`src/rtl/mult_div_pkg.sv`:
```
// Shared definitions for the multicycle multiply/divide unit.
// Optional feature macro used by the unit: DIV_ZERO_TRAP_EN.
package mult_div_pkg;

  localparam logic [1:0] OP_MULT  = 2'b00;
  localparam logic [1:0] OP_MULTU = 2'b01;
  localparam logic [1:0] OP_DIV   = 2'b10;
  localparam logic [1:0] OP_DIVU  = 2'b11;

  typedef enum logic [1:0] {
    IDLE = 2'd0,
    PREP = 2'd1,
    ITER = 2'd2,
    FIN  = 2'd3
  } state_t;

  // Bits needed to hold values 0..value-1; bounded loop keeps it elaboration-safe.
  function automatic int clog2(input int value);
    int r;
    r = 0;
    for (int i = 0; i < 31; i++) begin
      if ((1 << i) < value) r = i + 1;
    end
    return r;
  endfunction

endpackage

```
`src/rtl/mult_div_step.sv`:
```
// One iteration of the multiply/divide loop, purely combinational.
// mode=0: radix-2 shift-add multiply, acc = {partial_hi, multiplier}.
// mode=1: restoring divide, acc = {remainder, dividend/quotient}.
module mult_div_step #(
  parameter int WIDTH = 32
) (
  input  logic                 mode,
  input  logic [2*WIDTH-1:0]   acc,
  input  logic [WIDTH-1:0]     mag,
  output logic [2*WIDTH-1:0]   acc_next
);

  logic [WIDTH:0]   sum;
  logic [WIDTH:0]   shifted;
  logic [WIDTH-1:0] diff;
  logic             fits;

  // Remainder never exceeds the divisor, so the W-bit modular difference is exact when it fits.
  always_comb begin
    sum      = {1'b0, acc[2*WIDTH-1:WIDTH]} + (acc[0] ? {1'b0, mag} : '0);
    shifted  = {acc[2*WIDTH-1:WIDTH], acc[WIDTH-1]};
    fits     = (shifted >= {1'b0, mag});
    diff     = shifted[WIDTH-1:0] - mag;
    acc_next = {sum, acc[WIDTH-1:1]};
    if (mode) begin
      if (fits) acc_next = {diff, acc[WIDTH-2:0], 1'b1};
      else      acc_next = {shifted[WIDTH-1:0], acc[WIDTH-2:0], 1'b0};
    end
  end

endmodule

```
`src/rtl/mult_div_unit.sv`:
```
// Multicycle MULT/MULTU/DIV/DIVU unit with architectural HI/LO and MTHI/MTLO writes.
// Define DIV_ZERO_TRAP_EN to flag divide-by-zero via div_zero and leave HI/LO untouched.
module mult_div_unit
  import mult_div_pkg::*;
#(
  parameter int WIDTH = 32
) (
  input  logic             clk,
  input  logic             reset,
  input  logic             start,
  input  logic [1:0]       op,
  input  logic [WIDTH-1:0] a,
  input  logic [WIDTH-1:0] b,
  input  logic             hi_wr,
  input  logic             lo_wr,
  input  logic [WIDTH-1:0] wdata,
  output logic             busy,
  output logic             done,
  output logic             div_zero,
  output logic [WIDTH-1:0] hi,
  output logic [WIDTH-1:0] lo
);

  localparam int CW = clog2(WIDTH + 1);

  state_t             state, state_next;
  logic [1:0]         op_q;
  logic [WIDTH-1:0]   a_q, b_q, mag_q;
  logic [2*WIDTH-1:0] acc, acc_step, prod_fix;
  logic [CW-1:0]      cnt;
  logic               neg_lo_q, neg_hi_q;
  logic               is_div, is_signed, a_neg, b_neg, dz_now;
  logic [WIDTH-1:0]   abs_a, abs_b, quot, rem;
`ifdef DIV_ZERO_TRAP_EN
  logic               dz_q;
`endif

  // Operand conditioning for PREP and sign correction for FIN.
  always_comb begin
    is_div    = !(op_q == OP_MULT || op_q == OP_MULTU);
    is_signed = (op_q == OP_MULT) || (op_q == OP_DIV);
    a_neg     = is_signed && a_q[WIDTH-1];
    b_neg     = is_signed && b_q[WIDTH-1];
    dz_now    = is_div && (b_q == '0);
    // A zero divisor runs the raw dividend through so HI ends up holding it unchanged.
    abs_a     = (a_neg && !dz_now) ? -a_q : a_q;
    abs_b     = b_neg ? -b_q : b_q;
    prod_fix  = neg_lo_q ? -acc : acc;
    quot      = neg_lo_q ? -acc[WIDTH-1:0] : acc[WIDTH-1:0];
    rem       = neg_hi_q ? -acc[2*WIDTH-1:WIDTH] : acc[2*WIDTH-1:WIDTH];
  end

  mult_div_step #(.WIDTH(WIDTH)) u_step (
    .mode     (is_div),
    .acc      (acc),
    .mag      (mag_q),
    .acc_next (acc_step)
  );

  // State register.
  always_ff @(posedge clk or posedge reset) begin
    if (reset) state <= IDLE;
    else       state <= state_next;
  end

  // Next-state logic; the counter reaching 1 marks the last iteration.
  always_comb begin
    state_next = state;
    case (state)
      IDLE:    if (start) state_next = PREP;
      PREP:    state_next = ITER;
      ITER:    if (cnt == CW'(1)) state_next = FIN;
      FIN:     state_next = IDLE;
      default: state_next = IDLE;
    endcase
  end

  assign busy = (state != IDLE);

  // Datapath: operand capture, iteration, result write-back and MTHI/MTLO.
  always_ff @(posedge clk or posedge reset) begin
    if (reset) begin
      op_q     <= '0;
      a_q      <= '0;
      b_q      <= '0;
      mag_q    <= '0;
      acc      <= '0;
      cnt      <= '0;
      neg_lo_q <= 1'b0;
      neg_hi_q <= 1'b0;
      hi       <= '0;
      lo       <= '0;
      done     <= 1'b0;
      div_zero <= 1'b0;
`ifdef DIV_ZERO_TRAP_EN
      dz_q     <= 1'b0;
`endif
    end else begin
      done     <= 1'b0;
      div_zero <= 1'b0;
      case (state)
        IDLE: begin
          if (hi_wr) hi <= wdata;
          if (lo_wr) lo <= wdata;
          if (start) begin
            op_q <= op;
            a_q  <= a;
            b_q  <= b;
          end
        end
        PREP: begin
          mag_q    <= is_div ? abs_b : abs_a;
          acc      <= {{WIDTH{1'b0}}, (is_div ? abs_a : abs_b)};
          cnt      <= CW'(WIDTH);
          neg_lo_q <= (a_neg ^ b_neg) && !dz_now;
          neg_hi_q <= is_div && a_neg && !dz_now;
`ifdef DIV_ZERO_TRAP_EN
          dz_q     <= dz_now;
`endif
        end
        ITER: begin
          acc <= acc_step;
          cnt <= cnt - CW'(1);
        end
        FIN: begin
          done <= 1'b1;
`ifdef DIV_ZERO_TRAP_EN
          if (dz_q) begin
            div_zero <= 1'b1;
          end else if (is_div) begin
            hi <= rem;
            lo <= quot;
          end else begin
            {hi, lo} <= prod_fix;
          end
`else
          if (is_div) begin
            hi <= rem;
            lo <= quot;
          end else begin
            {hi, lo} <= prod_fix;
          end
`endif
        end
        default: ;
      endcase
    end
  end

endmodule

```
`config.mk`:
```
export PLATFORM = sky130hd
export DESIGN_NAME = mult_div_unit
export DESIGN_NICKNAME = d
export VERILOG_FILES = /design/src/rtl/mult_div_pkg.sv /design/src/rtl/mult_div_step.sv /design/src/rtl/mult_div_unit.sv
export SDC_FILE = /design/constraint.sdc
export NUM_CORES = 1
export LEC_CHECK = 0
export CAP_MARGIN = 10
export CORE_MARGIN = 1
export CORE_UTILIZATION = 53
export CTS_CLUSTER_SIZE = 30
export DETAILED_ROUTE_END_ITERATION = 8
export PLACE_DENSITY = 0.75
export SYNTH_ARGS = -nofsm -noshare
export SYNTH_HDL_FRONTEND = slang
export SYNTH_SLANG_ARGS = --single-unit
```
`constraint.sdc`:
```
create_clock -name clk -period 11.2 [get_ports clk]
set_input_delay 2.24 -clock clk [delete_from_list [all_inputs] [get_ports clk]]
set_output_delay 2.24 -clock clk [all_outputs]
set_load 0.01 [all_outputs]
```
==> results of run 1 <==
## cells in the mapped netlist (all sizes together) (18+ instances only)
library cell	instances	share of area, %
ha	74	5.4
nor2b	18	0.66
a21oi	147	4.3
nand3	18	0.52
a21o	45	2.0
dfrtp	237	35
xnor2	87	4.4
or3	18	0.68
mux2i	61	3.6
o221ai	20	1.0
nand2	176	3.8
a31oi	23	0.84
inv	78	1.7
clkbuf	97	2.1
o21ai	188	5.5
nor3	42	1.3
a211oi	27	1.2
xor2	82	4.2
o31ai	20	0.90
nor2	188	4.1
mux2	87	5.7
## how the worst max path moves through the flow
stage | startpoint | to | slack (ns)
6_report | state[0]$_DFFE_PP0P_ | busy | 6.72
5_1_grt | acc[0]$_DFFE_PP0P_ | acc[60]$_DFFE_PP0P_ | 6.56
4_1_cts | state[0]$_DFFE_PP0P_ | busy | 6.67
3_5_place_dp | reset | hi[25]$_DFFE_PP0P_ | 6.95
3_3_place_gp | reset | hi[24]$_DFFE_PP0P_ | 6.96
2_1_floorplan | reset | a_q[0]$_DFFE_PP0P_ | 2.46
## metal layers
layer | vias to the layer above | track usage [%] | part of all wire, %
li1 | 7385 | - | -
met1 | 7594 | 47.31 | 44
met2 | 820 | 48.05 | 42
met3 | 113 | 6.286 | 9.6
met4 | 0 | 14.76 | 4.6
met5 | - | 0 | 0
## cell families after synthesis
| group | after synthesis | share of synthesized area (%) |
|---|---|---|
| adder cells (fa/ha/maj) | 76 | 5.619 |
| XOR/XNOR | 169 | 8.611 |
| AO/OA/AOI/OAI | 605 | 22.38 |
| other | 1 | 0.02181 |
| AND/OR/NAND/NOR | 559 | 15.04 |
| multiplexers | 150 | 9.513 |
| flip-flops | 237 | 34.50 |
| buffers and inverters | 189 | 4.309 |
## registers in the layout (all words and copies together) (netlist names), 2 cells and up
register,cells
hi,32
lo,32
a_q,32
acc,64
state,2
cnt,6
b_q,32
op_q,2
mag_q,32
## power by group through the flow
| stage | clock (W) | combinational (W) | sequential, W |
|---|---|---|---|
| after global routing | 0.000885 | 0.00497 | 0.00189 |
| final | 0.000841 | 0.00457 | 0.00184 |
| after CTS | 0.000845 | 0.00447 | 0.00182 |
| after global placement | 0 | 0.00436 | 0.00181 |
| after detailed placement | 0 | 0.00445 | 0.00184 |
| after floorplan | 0 | 0.00321 | 0.00166 |
## worst max-delay path, stage by stage, from the launching register on
cell	delay [ns]
dfrtp_1	0.44
inv_1	0.11
ha_1	0.47
inv_1	0.15
clkdlybuf4s50_1	0.51
## stage by stage
stage / hold WS (ns) / cells / util (%) / total power (W)
6_report: 0.4754 / 2504 / 62.81 / 0.007256
5_1_grt: 0.4879 / 2504 / 62.81 / 0.007749
4_1_cts: 0.4798 / 2504 / 62.81 / 0.007142
3_5_place_dp: 0.4666 / 2462 / 60.26 / 0.006284
3_3_place_gp: 0.4595 / 2462 / 60.26 / 0.006176
2_1_floorplan: 0.4604 / 1986 / - / 0.004869
## cell type report
class,count,area (um2),share of cell area (%)
tap,402,503.0,2.525
clock buffer,35,714.4,3.586
sequential,237,5934,29.79
timing repair buffer,184,1802,9.044
inverter,79,304.0,1.526
multi-input combinational,1560,10570,53.06
clock inverter,7,95.09,0.4773
==> results.yml, run 1 <==
run_status:
  status: "completed"
flow_run:
  cap_violations: 0
synthesis:
  yosysSeqAreaShare_pct: 34.50
  synth_cell_types: 80
  syn_area_mm2: 0.01719
  syn_inst: 1986
  ys_dominant_reg_cell: "dfrtp_1"
  syn_nets: 2165
  synth_edf_count: 0
  async_flop_share_pct: 100.0
  synth_seq_cells: 237
  yosysWarnings: 0
  syn_area_per_cell_um2: 8.656
route:
  dr.pass1.iters: 6
  drtAntennaViolNets: 0
  dr_total_vias: 15910
  wirelength_um: 54690
  drc: 0
  viasPerCell: 6.355
  wire_per_inst_um: 21.84
  drt_iter0_drc: 1712
pwr:
  p_switching_w: 0.003641
  p_sw_share_pct: 50.18
  p_clk_share_pct: 11.6
  combPwrFrac_pct: 63.0
  power.leakage_nw: 8.723
  seqPwrFrac_pct: 25.4
  powerDensity_mw_per_mm2: 364.2
  p_int_w: 0.003615
  peakVddDrop_mv: 0.1647
cts:
  htree_levels: 1
  clock_path_buffers: 3
  cts.sinks: 237
  numCtsBuffers: 26
  post_cts_buffers: 0
  post_cts_resized: 0
  clk_pin_slew_ns: 0.06
  cts_tree: "yes"
  clk_latency_ns: 0.57
  root_buffer: "clkbuf_16"
  hold_buffers: 0
cells_and_area:
  num_antenna_cells: 0
  syn2layout_area_growth_pct: 15.90
  final_common_cell: "dfrtp_1"
  fillers: 2693
  postLayoutCellArea_mm2: 0.01992
  drive_gt1_share_pct: 8.088
  final_nets: 2267
  mostFrequentLayoutCells: "dfrtp_1, nor2_1, o21ai_0"
place:
  dpl_cell_area_mm2: 0.01911
  port_buffers: 168
  routabilityCongestion: 0.9957
  pre_cts_ws_ns: 6.946
  place_hpwl_um: 41920
setup_path:
  end_kind: "output port"
  r2r_cells: 12
  arrival_ns: 2.24
  rr_endpoint: "acc[60]$_DFFE_PP0P_"
  crit_type: "flip-flop to output port"
  cp-start-kind: "flip-flop"
  r2r-start: "acc[0]$_DFFE_PP0P_"
  regToRegSetupSlack_ns: 6.83
  required_ns: 8.96
  cp_max_fo: 6
sta:
  fin_crit_sh_pct: 40.04
  setup_ws_ns: 6.715
  fin_setup_tns_ns: 0
  clock_skew_ns: 0.03163
  setup_viol: 0
  hold_viol_final: 0
  fmaxAchievable_mhz: 223.0
  finalCriticalPeriod_ns: 4.485
  maxSlewViolCount: 0
  max_slew_margin_pct: 30.70
  rsz0062_at_grt: "no"
  worstMarginPinSlew_ns: 1.038
hold_path:
  hold_path_class: "flip-flop to flip-flop"
  hold_path_end: "hi[21]$_DFFE_PP0P_"
  hp-start: "hi[21]$_DFFE_PP0P_"
  holdPathStages: 1
floorplanning:
  die_w_um: 182.1
  start_util_pct: 54.20
  io_pins: 170
  dieHeight_um: 182.1
  fp-row-count: 65
  floorplan.die_area_mm2: 0.03316
  core_mm2: 0.03172
global_route:
  overflow: 0
  grt_start_max_net_pins: 108
  grt_usage_pct: 32.93
  grt_pass1_vias: 15130
  antenna_found_initial: 0
  grt_pass1_wl_um: 85660
Power figures use the tool's default switching activity.
==> run 2: changes to the inputs <==
- clock period: 11.2 -> 4.4 ns (I/O delays scaled with it)
==> run 2 against run 1 <==
  * Critical path depth rose by 10
  * Critical endpoint is now acc[60]$_DFFE_PP0P_
  * Clock skew fell by 0.0035 ns
  * Critical path type is now flip-flop to flip-flop
  * Largest cell class unchanged
  * Wire length rose by 4.3%
  * Die area did not move
  * Non-clock buffer count rose by 28
  * Sequential power rose to 2.5 times the previous value
  * Register-to-register slack got worse by 6.2 ns
  * Combinational power rose to 2.6 times the previous value
==> results.yml, run 2 (synthesis gave the netlist of run 1 again) <==
setup_path:
  cp_max_fo: 15
  crit_type: "flip-flop to flip-flop"
  arrival_ns: 4.23
  r2r-start: "acc[0]$_DFFE_PP0P_"
  rr_endpoint: "acc[60]$_DFFE_PP0P_"
  regToRegSetupSlack_ns: 0.61
  r2r_cells: 14
  required_ns: 4.85
  end_kind: "flip-flop"
  cp-start-kind: "flip-flop"
sta:
  worstMarginPinSlew_ns: 1.039
  clock_skew_ns: 0.02809
  finalCriticalPeriod_ns: 3.786
  fin_crit_sh_pct: 86.05
  setup_viol: 0
  fmaxAchievable_mhz: 264.1
  hold_ws_ns: 0.4753
  max_slew_margin_pct: 30.76
  rsz0062_at_grt: "no"
  setup_ws_ns: 0.6138
  hold_viol_final: 0
  maxSlewViolCount: 0
  fin_setup_tns_ns: 0
hold_path:
  hold_path_end: "hi[10]$_DFFE_PP0P_"
  hp-start: "hi[10]$_DFFE_PP0P_"
  holdPathStages: 1
  hold_path_class: "flip-flop to flip-flop"
route:
  wire_per_inst_um: 22.49
  viasPerCell: 6.322
  drt_iter0_drc: 1600
  dr.pass1.iters: 5
  drtAntennaViolNets: 0
  dr_total_vias: 16040
  wirelength_um: 57070
  drc: 0
place:
  port_buffers: 168
  routabilityCongestion: 0.9762
  dpl_cell_area_mm2: 0.01936
  place_hpwl_um: 43400
  pre_cts_ws_ns: 0.7277
cts:
  numCtsBuffers: 27
  clk_pin_slew_ns: 0.06
  cts.sinks: 237
  clock_path_buffers: 3
  clk_latency_ns: 0.58
  post_cts_buffers: 0
  hold_buffers: 0
  htree_levels: 1
  root_buffer: "clkbuf_16"
  post_cts_resized: 0
  cts_tree: "yes"
cells_and_area:
  regMostFlops: "acc"
  postLayoutCellArea_mm2: 0.02027
  largest_register_ffs: 64
  regArea_mm2: 0.005934
  fillers: 2674
  multiInputGateArea_mm2: 0.01057
  mostFrequentLayoutCells: "dfrtp_1, nor2_1, o21ai_0"
  num_antenna_cells: 0
  drive_gt1_share_pct: 9.555
  final_nets: 2296
  final_common_cell: "dfrtp_1"
  syn2layout_area_growth_pct: 17.91
global_route:
  overflow: 0
  grt_usage_pct: 34.33
  grt_pass1_vias: 15400
  antenna_found_initial: 0
  grt_pass1_wl_um: 88540
  grt_start_max_net_pins: 99
floorplanning:
  dieHeight_um: 182.1
  die_w_um: 182.1
  start_util_pct: 54.20
  floorplan.die_area_mm2: 0.03316
  fp-row-count: 65
  io_pins: 170
  core_mm2: 0.03172
flow_run:
  cap_violations: 0
run_status:
  status: "completed"
pwr:
  peakVddDrop_mv: 0.4753
  powerDensity_mw_per_mm2: 932.6
  power.leakage_nw: 8.927
==> run 2: layout make-up <==
type	instances	area share, %
timing repair buffer	212	10.11
multi-input combinational	1560	52.15
sequential	237	29.28
tap	402	2.482
clock buffer	37	3.766
clock inverter	10	0.7284
inverter	79	1.482
==> run 2: power breakdown <==
group	leakage, nW	internal, W	switching, W
Combinational	5.58	0.00486	0.00708
Sequential	2.90	0.00328	0.00133
Clock	0.451	0.00139	0.000974
==> run 2: metal layers <==
metal | global-route usage (%) | wire length, um | share of wire, %
met5 | 0 | 0 | 0
met4 | 14.99 | 2667 | 4.7
met2 | 52.78 | 24610 | 43
met1 | 47.86 | 24610 | 43
met3 | 5.528 | 5184 | 9.1
==> run 2: how the worst max path moves through the flow <==
stage	startpoint	endpoint	slack (ns)
2_1_floorplan	reset	a_q[0]$_DFFE_PP0P_	0.41
3_3_place_gp	acc[0]$_DFFE_PP0P_	acc[60]$_DFFE_PP0P_	0.80
3_5_place_dp	acc[0]$_DFFE_PP0P_	acc[60]$_DFFE_PP0P_	0.73
4_1_cts	acc[0]$_DFFE_PP0P_	acc[60]$_DFFE_PP0P_	0.71
5_1_grt	acc[0]$_DFFE_PP0P_	acc[54]$_DFFE_PP0P_	0.39
6_report	acc[0]$_DFFE_PP0P_	acc[60]$_DFFE_PP0P_	0.61
==> run 2: critical path, cell delays in order, from the launching register on <==
cell and delay (ns):
dfrtp_1 0.46, inv_1 0.19, buf_4 0.26, nor2_1 0.08, ha_1 0.37, nand2_1 0.08, o21ai_0 0.27, or3_1 0.14
o21ai_0 0.07, buf_4 0.17, o31ai_1 0.74, a21bo_2 0.32, and4_1 0.21, nor3_1 0.05, a221o_1 0.27
==> run 2: stage by stage <==
| step | total power (W) | instances | utilization, % |
|---|---|---|---|
| 5_1_grt | 0.02015 | 2537 | 63.90 |
| 3_3_place_gp | 0.01597 | 2490 | 61.03 |
| 4_1_cts | 0.01865 | 2537 | 63.90 |
| 6_report | 0.01890 | 2537 | 63.90 |
| 3_5_place_dp | 0.01623 | 2490 | 61.03 |
| 2_1_floorplan | 0.01240 | 1986 | - |
